===== src/rtl/datapath_fsm_ctrl_pkg.sv =====
// Shared types and constants for the datapath sequencing controller.
// Optional illegal-opcode trap: DATAPATH_FSM_ILLEGAL_TRAP_EN.
package datapath_fsm_ctrl_pkg;

  localparam int STATE_BITS = 3;

  typedef enum logic [STATE_BITS-1:0] {
    S_WAIT   = 3'd0,
    S_DECODE = 3'd1,
    S_GET_A  = 3'd2,
    S_GET_B  = 3'd3,
    S_EXEC   = 3'd4,
    S_WR_REG = 3'd5,
    S_WR_IMM = 3'd6,
    S_ERR    = 3'd7
  } state_t;

  localparam logic [2:0] OPC_MOV = 3'b110;
  localparam logic [2:0] OPC_ALU = 3'b101;

  localparam logic [1:0] OP_MOV_IMM = 2'b10;
  localparam logic [1:0] OP_MOV_REG = 2'b00;
  localparam logic [1:0] OP_ADD     = 2'b00;
  localparam logic [1:0] OP_CMP     = 2'b01;
  localparam logic [1:0] OP_AND     = 2'b10;
  localparam logic [1:0] OP_MVN     = 2'b11;

  localparam logic [2:0] NSEL_NONE = 3'b000;
  localparam logic [2:0] NSEL_RN   = 3'b001;
  localparam logic [2:0] NSEL_RD   = 3'b010;
  localparam logic [2:0] NSEL_RM   = 3'b100;

  localparam logic [1:0] VSEL_C     = 2'b00;
  localparam logic [1:0] VSEL_PC    = 2'b01;
  localparam logic [1:0] VSEL_IMM   = 2'b10;
  localparam logic [1:0] VSEL_MDATA = 2'b11;

  typedef struct packed {
    logic       w;
    logic [2:0] nsel;
    logic [1:0] vsel;
    logic       asel;
    logic       bsel;
    logic       loada;
    logic       loadb;
    logic       loadc;
    logic       loads;
    logic       write;
    logic       err;
  } ctrl_t;

  function automatic logic is_mov_imm(
    input logic [4:0] lop
  );
    return lop == {OPC_MOV, OP_MOV_IMM};
  endfunction

  function automatic logic is_mov_reg(
    input logic [4:0] lop
  );
    return lop == {OPC_MOV, OP_MOV_REG};
  endfunction

  function automatic logic is_alu(
    input logic [4:0] lop
  );
    return lop[4:2] == OPC_ALU;
  endfunction

  function automatic logic is_cmp(
    input logic [4:0] lop
  );
    return lop == {OPC_ALU, OP_CMP};
  endfunction

  // MOV reg and MVN both pass B through with A forced to zero
  function automatic logic a_zero(
    input logic [4:0] lop
  );
    return is_mov_reg(lop) ||
           (lop == {OPC_ALU, OP_MVN});
  endfunction

endpackage


===== src/rtl/datapath_fsm_ctrl_outdec.sv =====
// Moore output decode of {state, latched instruction}.
// err is only driven with DATAPATH_FSM_ILLEGAL_TRAP_EN.
module datapath_fsm_ctrl_outdec
  import datapath_fsm_ctrl_pkg::*;
(
  input  state_t     st,
  input  logic [4:0] lop,
  input  logic       reset,
  output ctrl_t      ctrl
);

  always_comb begin
    ctrl = '0;
    case (st)
      S_WAIT: ctrl.w = 1'b1;
      S_GET_A: begin
        ctrl.nsel  = NSEL_RN;
        ctrl.loada = 1'b1;
      end
      S_GET_B: begin
        ctrl.nsel  = NSEL_RM;
        ctrl.loadb = 1'b1;
      end
      S_EXEC: begin
        ctrl.asel = a_zero(lop);
        if (is_cmp(lop))
          ctrl.loads = 1'b1;
        else
          ctrl.loadc = 1'b1;
      end
      S_WR_REG: begin
        ctrl.nsel  = NSEL_RD;
        ctrl.vsel  = VSEL_C;
        ctrl.write = 1'b1;
      end
      S_WR_IMM: begin
        ctrl.nsel  = NSEL_RN;
        ctrl.vsel  = VSEL_IMM;
        ctrl.write = 1'b1;
      end
`ifdef DATAPATH_FSM_ILLEGAL_TRAP_EN
      S_ERR: ctrl.err = 1'b1;
`endif
      default: ;
    endcase
    // no datapath side effect may happen in a reset cycle
    if (reset) begin
      ctrl.loada = 1'b0;
      ctrl.loadb = 1'b0;
      ctrl.loadc = 1'b0;
      ctrl.loads = 1'b0;
      ctrl.write = 1'b0;
    end
  end

endmodule


===== src/rtl/datapath_fsm_ctrl.sv =====
// Simple RISC Machine datapath sequencer (Moore FSM).
// Optional illegal-opcode trap: DATAPATH_FSM_ILLEGAL_TRAP_EN.
module datapath_fsm_ctrl
  import datapath_fsm_ctrl_pkg::*;
#(
  parameter int STATE_W = 3
) (
  input  logic       clk,
  input  logic       reset,
  input  logic       s,
  input  logic [2:0] opcode,
  input  logic [1:0] op,
  output logic       w,
  output logic [2:0] nsel,
  output logic [1:0] vsel,
  output logic       asel,
  output logic       bsel,
  output logic       loada,
  output logic       loadb,
  output logic       loadc,
  output logic       loads,
  output logic       write,
  output logic       err
);

  logic [STATE_W-1:0] state_q;
  logic [4:0]         lop;
  state_t             st;
  state_t             st_n;
  ctrl_t              ctrl;

  assign st = state_t'(state_q);

  always_ff @(posedge clk) begin
    if (reset)
      state_q <= S_WAIT;
    else
      state_q <= st_n;
  end

  // instruction is frozen for the whole sequence
  always_ff @(posedge clk) begin
    if (reset)
      lop <= '0;
    else if (st == S_WAIT && s)
      lop <= {opcode, op};
  end

  always_comb begin
    st_n = S_WAIT;
    case (st)
      S_WAIT:   st_n = s ? S_DECODE : S_WAIT;
      S_DECODE: begin
        if (is_mov_imm(lop))
          st_n = S_WR_IMM;
        else if (is_mov_reg(lop))
          st_n = S_GET_B;
        else if (is_alu(lop))
          st_n = S_GET_A;
        else
`ifdef DATAPATH_FSM_ILLEGAL_TRAP_EN
          st_n = S_ERR;
`else
          st_n = S_WAIT;
`endif
      end
      S_GET_A:  st_n = S_GET_B;
      S_GET_B:  st_n = S_EXEC;
      S_EXEC:   st_n = is_cmp(lop) ? S_WAIT : S_WR_REG;
      S_WR_REG: st_n = S_WAIT;
      S_WR_IMM: st_n = S_WAIT;
`ifdef DATAPATH_FSM_ILLEGAL_TRAP_EN
      S_ERR:    st_n = S_ERR;
`endif
      default:  st_n = S_WAIT;
    endcase
  end

  datapath_fsm_ctrl_outdec u_outdec (
    .st    (st),
    .lop   (lop),
    .reset (reset),
    .ctrl  (ctrl)
  );

  assign w     = ctrl.w;
  assign nsel  = ctrl.nsel;
  assign vsel  = ctrl.vsel;
  assign asel  = ctrl.asel;
  assign bsel  = ctrl.bsel;
  assign loada = ctrl.loada;
  assign loadb = ctrl.loadb;
  assign loadc = ctrl.loadc;
  assign loads = ctrl.loads;
  assign write = ctrl.write;
  assign err   = ctrl.err;

endmodule


===== config.mk =====
export PLATFORM = sky130hd
export DESIGN_NAME = datapath_fsm_ctrl
export DESIGN_NICKNAME = d
export VERILOG_FILES = /design/src/rtl/datapath_fsm_ctrl_pkg.sv /design/src/rtl/datapath_fsm_ctrl_outdec.sv /design/src/rtl/datapath_fsm_ctrl.sv
export SDC_FILE = /design/constraint.sdc
export NUM_CORES = 1
export LEC_CHECK = 0
export CAP_MARGIN = 20
export CORE_AREA = 2 2 39 41
export CTS_CLUSTER_DIAMETER = 40
export DETAILED_ROUTE_END_ITERATION = 12
export DIE_AREA = 0 0 41 43
export GPL_TIMING_DRIVEN = 0
export MAX_ROUTING_LAYER = met4
export PLACE_DENSITY = 0.84
export SLEW_MARGIN = 20
export SYNTH_ARGS = -nofsm -noshare
export SYNTH_HDL_FRONTEND = slang
export SYNTH_HIERARCHICAL = 1
export SYNTH_SLANG_ARGS = --single-unit

===== constraint.sdc =====
create_clock -name clk -period 3.1 [get_ports clk]
set_input_delay 0.775 -clock clk [delete_from_list [all_inputs] [get_ports clk]]
set_output_delay 0.775 -clock clk [all_outputs]
set_load 0.02 [all_outputs]

* Word level (Yosys, flattened, before mapping)
Cells that the tools add are included.
** Cells by class
- Multiplexer cells :: 17
- Equal/unequal tests :: 11
- Reduce and logical (&&, ||, !) cells :: 5
** Operators by type and width (number)
- 5-bit equality test (second input constant) :: 4
- 3-bit one-hot mux with 5 select lines :: 1
- 3-bit equality test (second input constant) :: 4
- 3-bit one-hot mux with 3 select lines :: 1
- 1-bit 2-to-1 mux :: 8
- 2-bit 2-to-1 mux :: 4
- 3-bit by 2-bit equality test with 1-bit output (second input constant) :: 2
- 3-bit 2-to-1 mux :: 2
- 5-bit 2-to-1 mux :: 1
- 2-bit OR reduction :: 2
- 3-bit by 1-bit equality test with 1-bit output (second input constant) :: 1
- 3-bit zero test :: 1
- 1-bit logical AND :: 1
- 1-bit logical OR :: 1
** Word-level totals
- Logic and storage cells :: 35
- Register bits :: 8
- Input port bits :: 8
- Output and inout bits :: 14

* Depth between registers and ports, before layout
- Word-level depth :: 5
- Gate-level depth with buffers :: 4
- Depth with buffers taken out :: 3

* Hierarchy
The synthesis kept the hierarchy.
** By module, submodules not included
- datapath_fsm_ctrl :: cells each 39, instances 1, area an instance 381.6 µm², sequential area each 160.2 µm²
- datapath_fsm_ctrl_outdec :: cells each 24, instances 1, area an instance 180.2 µm², sequential area each 0.0 µm²

* Worst setup path before layout
No wires, ideal clock.
- Kind :: reg2out
- Start :: register state_q[1] (netlist: st[1])
- End :: output loada
- Stages on the path, launching flop included :: 3
- Path buffers :: 0
- Setup slack :: 0.702 ns
- Data required time :: 2.325 ns
- Arrival time :: 1.623 ns
- Path through :: dfxtp_1 -> nor2b_1 -> nor3b_1
** Between the ends
- Word-level cells in the longest chain between the ends :: 3
** RTL lines
- start, declared :: RTL line datapath_fsm_ctrl.sv:26 : logic [STATE_W-1:0] state_q;
- start signal, assigned :: RTL line datapath_fsm_ctrl.sv:38 : state_q <= st_n;
- 3-bit by 2-bit equality test with 1-bit output :: RTL line datapath_fsm_ctrl_outdec.sv:14 : case (st)
- 1-bit 2-to-1 mux :: RTL line datapath_fsm_ctrl_outdec.sv:14
- 5-bit 2-to-1 mux :: RTL line datapath_fsm_ctrl_outdec.sv:47 : if (reset) begin
- end, declared :: RTL line datapath_fsm_ctrl.sv:18 : output logic loada,
Every way passes these cells.

* Final worst setup path
- Start :: register lop[1]
- End :: output asel
** Between the ends
- Word-level cells in the longest chain between the ends :: 3
- Elaborated cells between the ends (all ways) :: 4
- Classes of those cells :: 2 x eq/ne; 1 x mux; 1 x reduce/logical
** RTL lines
- start, declared :: RTL line datapath_fsm_ctrl.sv:27 : logic [4:0] lop;
- start signal, assigned :: RTL line datapath_fsm_ctrl.sv:46 : lop <= {opcode, op};
- 5-bit equality test, on equally long branches :: RTL line datapath_fsm_ctrl_pkg.sv:61, datapath_fsm_ctrl_pkg.sv:81
- 1-bit logical OR (*) :: RTL line datapath_fsm_ctrl_pkg.sv:80 : return is_mov_reg(lop) ||
- 1-bit 2-to-1 mux (*) :: RTL line datapath_fsm_ctrl_outdec.sv:14
- end, declared :: RTL line datapath_fsm_ctrl.sv:16 : output logic asel,
Every way passes the cells marked *; elsewhere a longest branch is shown, timed or not.

==> out/qor.txt <==
Register bit total from synthesis - 8
Initial antenna violation count - 0
Leak pwr - 0.290 nW
Register area - 160 um^2
Starting density of the core - 40.6%
Peak VDD IR - 0.229 mV
Routed Antenna Nets - 0
Reg-to-reg endpoint - lop[3]$_SDFFE_PP0N_
Vias - 526
Top_reg_cell synth - dfxtp_1
Syn Std Cell Area - 562 um^2
Max_slew headroom - 61.1%
Status - completed
Row count - 14
Mean area per synthesized cell - 8.92 um^2
Period minus WS final - 2.95 ns
Fin crit share - 95.0%
Drt first pass iters - 1
Hold_ws - 0.597 ns
Slew Limit Fails - 0
Critical Path Fanout Max - 7
Hold/Removal Path Class - reg -> reg
Final Hold Viols - 0
Clock skew - 0.00397 ns
Max Cap Viol - 0
Nets@finish - 96
Worst-Margin Slew - 0.583 ns
Synth area leader - dfxtp_1
Crit path arrival time - 2.17 ns
Post-CTS Setup Bufs - 0
Number of flops mapped to enable cells by yosys - 0
Post-synth top cells - nor2_1 (10), dfxtp_1 (8), mux2i_1 (5)
Root buffer cell - clkbuf_4
Finished layout cell area - 796 um^2
Die height - 43 um
Synth warn - 6
Layout cells sized above 1 - 14.0%
Layout area overhead - 41.6%
DRC errors left - 0
Crit Path Class - reg -> out
Hold path cells - 2
Post-Syn Instances - 63
FMAX - 339 MHz
Seq/Total Area, Yosys - 28.5%
Placeable Area - 1380 um^2
Filler instances - 139
Starting DRT DRC Count - 0
Gp weighted congestion - 0.818
NetSw - 0.0639 mW
Worst Min Path Start - lop[1]$_SDFFE_PP0N_
H-tree depth - 1
Crit path cell chain - or4b_4, a2111oi_4, clkdlybuf4s50_1
Wire per inst - 10.7 um
Unique masters post-synth - 31
Dpl hpwl - 847 um
RSZ-0062 raised after global routing - no
FF-to-FF Start - st[0]$_SDFF_PP0_
Total grt overflow - 0
Pwr/cell area - 305 nW/um^2
I/O pin total - 22
Worst-Skew Late Latency - 0.26 ns
Asr flop ratio synth - 0%
Critical path startpoint category - flip-flop
Logic pwr share - 18.4%
ANT cells - 0
Slowest CP cell - clkdlybuf4s50_1
Switching Share - 26.3%
P_int - 0.179 mW
R2R setup slack - 1.65 ns
Count leader, synth - nor2_1
Pin count of the biggest net entering global routing - 15
FF-to-FF path depth - 4
Hold endpoint - st[2]$_SDFF_PP0_
Crit path required time - 2.32 ns
Sequential share of power - 49.0%
Num CTS Buffers - 3
Vias per std cell - 5.16
Synth top area cells - dfxtp_1 (29%), mux2i_1 (8.9%), nor2_1 (6.7%), a2111oi_4 (4.9%), nor4b_4 (4.2%)
DP Area - 769 um^2
Worst-path clk slew - 0.05 ns
Final Routed Wirelength - 1090 um
CTS tree - yes
Crit-path max cell delay - 0.65 ns
GRT Resource Usage Total - 17.0%
Clock share of power - 32.6%
Top-area cell type share of the netlist area - 28.5%
# port buffers - 18
Final setup vio count - 0
Clock net sink count - 8
Vias in the first global route - 451
First-pass GRT wire length - 1900 um
Multi-input logic area - 370 um^2
Critical path endpoint category - primary output
CTS max path bufs - 2
Die W - 41 um
Die Area - 1760 um^2
[cell usage in the layout, fill, tap and decap left out, drive strengths merged]
cell,Yosys,layout
dfxtp,8,8
conb,1,3
xnor2,1,1
nand2b,1,1
inv,1,1
dlygate4sd2,0,2
or4b,1,1
and2,1,1
nor2,10,10
nor4b,3,3
a2111oi,1,1
nand3b,1,1
a21boi,1,1
buf,5,5
nor2b,2,2
and3,1,1
o21ai,1,1
clkdlybuf4s50,0,16
mux2i,5,5
clkbuf,1,4
o2111ai,1,1
a31oi,2,2
nand4b,2,2
and4bb,1,1
nor3,2,2
a211oi,1,1
nor3b,3,3
o211ai,1,1
nand4,2,2
nand2,3,3
[power by group through the flow]
| stage | clock, mW | sequential (mW) | combinational, mW |
|---|---|---|---|
| 2_1_floorplan | 0 | 0.118 | 0.0305 |
| 3_3_place_gp | 0 | 0.120 | 0.0439 |
| 3_5_place_dp | 0 | 0.121 | 0.0449 |
| 4_1_cts | 0.0855 | 0.119 | 0.0452 |
| 5_1_grt | 0.0900 | 0.120 | 0.0487 |
| 6_report | 0.0791 | 0.119 | 0.0447 |
[metrics by stage]
stage	TNS [ns]	power [mW]	instances	util, %	setup slack [ns]
2_1_floorplan	0	0.149	65	-	0.702
6_report	0	0.243	102	57.5	0.154
3_3_place_gp	-0.206	0.164	99	55.6	-0.120
3_5_place_dp	-0.201	0.166	99	55.6	-0.123
5_1_grt	0	0.259	102	57.5	0.0384
4_1_cts	0	0.249	102	57.5	0.123
[state kept, by name (all words and copies together) (netlist names)]
signal / count
lop: 5
st: 3
[layout make-up]
cell class	instances	share of cell area, %
inverters	1	0.472
repair buffers	18	22.3
plain buffers	6	5.19
well taps	16	2.52
clock buffers	3	2.83
flip-flops and latches	8	20.1
multi-input cells	50	46.5
[worst max-delay path: cells and delay by family, from the launching register on]
family	cells	cell delay, ns
buffers and inverters	1	0.65
DFF	1	0.36
AOI/OAI and AO/OA	1	0.34
and+or+nand+nor	1	0.57
[cell families (layout without fill, tap and decap cells)]
family / count (synthesis) / in the layout / share of synthesized area [%]
AO/OA/AOI/OAI: 8 / 8 / 13.6
buffers and inverters: 7 / 28 / 8.02
AND/OR/NAND/NOR: 33 / 33 / 38.8
multiplexers: 5 / 5 / 8.91
other: 1 / 3 / 0.668
XOR/XNOR: 1 / 1 / 1.56
flip-flops: 8 / 8 / 28.5
[what timing repair did]
action,4_1_cts,5_1_grt
hold buffers,0,0
endpoints found under the setup margin,2,0
resized for setup,3,0
[how the worst max path moves through the flow]
stage               depth (start not counted)     to                 from  slack, ns
floorplan                                   2  loada     st[1]$_SDFF_PP0_       0.70
CTS                                         3   asel  lop[1]$_SDFFE_PP0N_       0.12
finish                                      3   asel  lop[1]$_SDFFE_PP0N_       0.15
global placement                            4  loadc                reset      -0.12
detailed placement                          4  loadc                reset      -0.12
global route                                4   asel     st[2]$_SDFF_PP0_       0.04
[routing by layer]
layer	track usage [%]	share of wire, %	vias up
met2	24.7	48	20
li1	-	-	273
met3	7.85	7.3	2
met4	10.0	0.83	0
met1	18.2	44	231
met5	-	0	-
(Power assumes the default switching activity.)
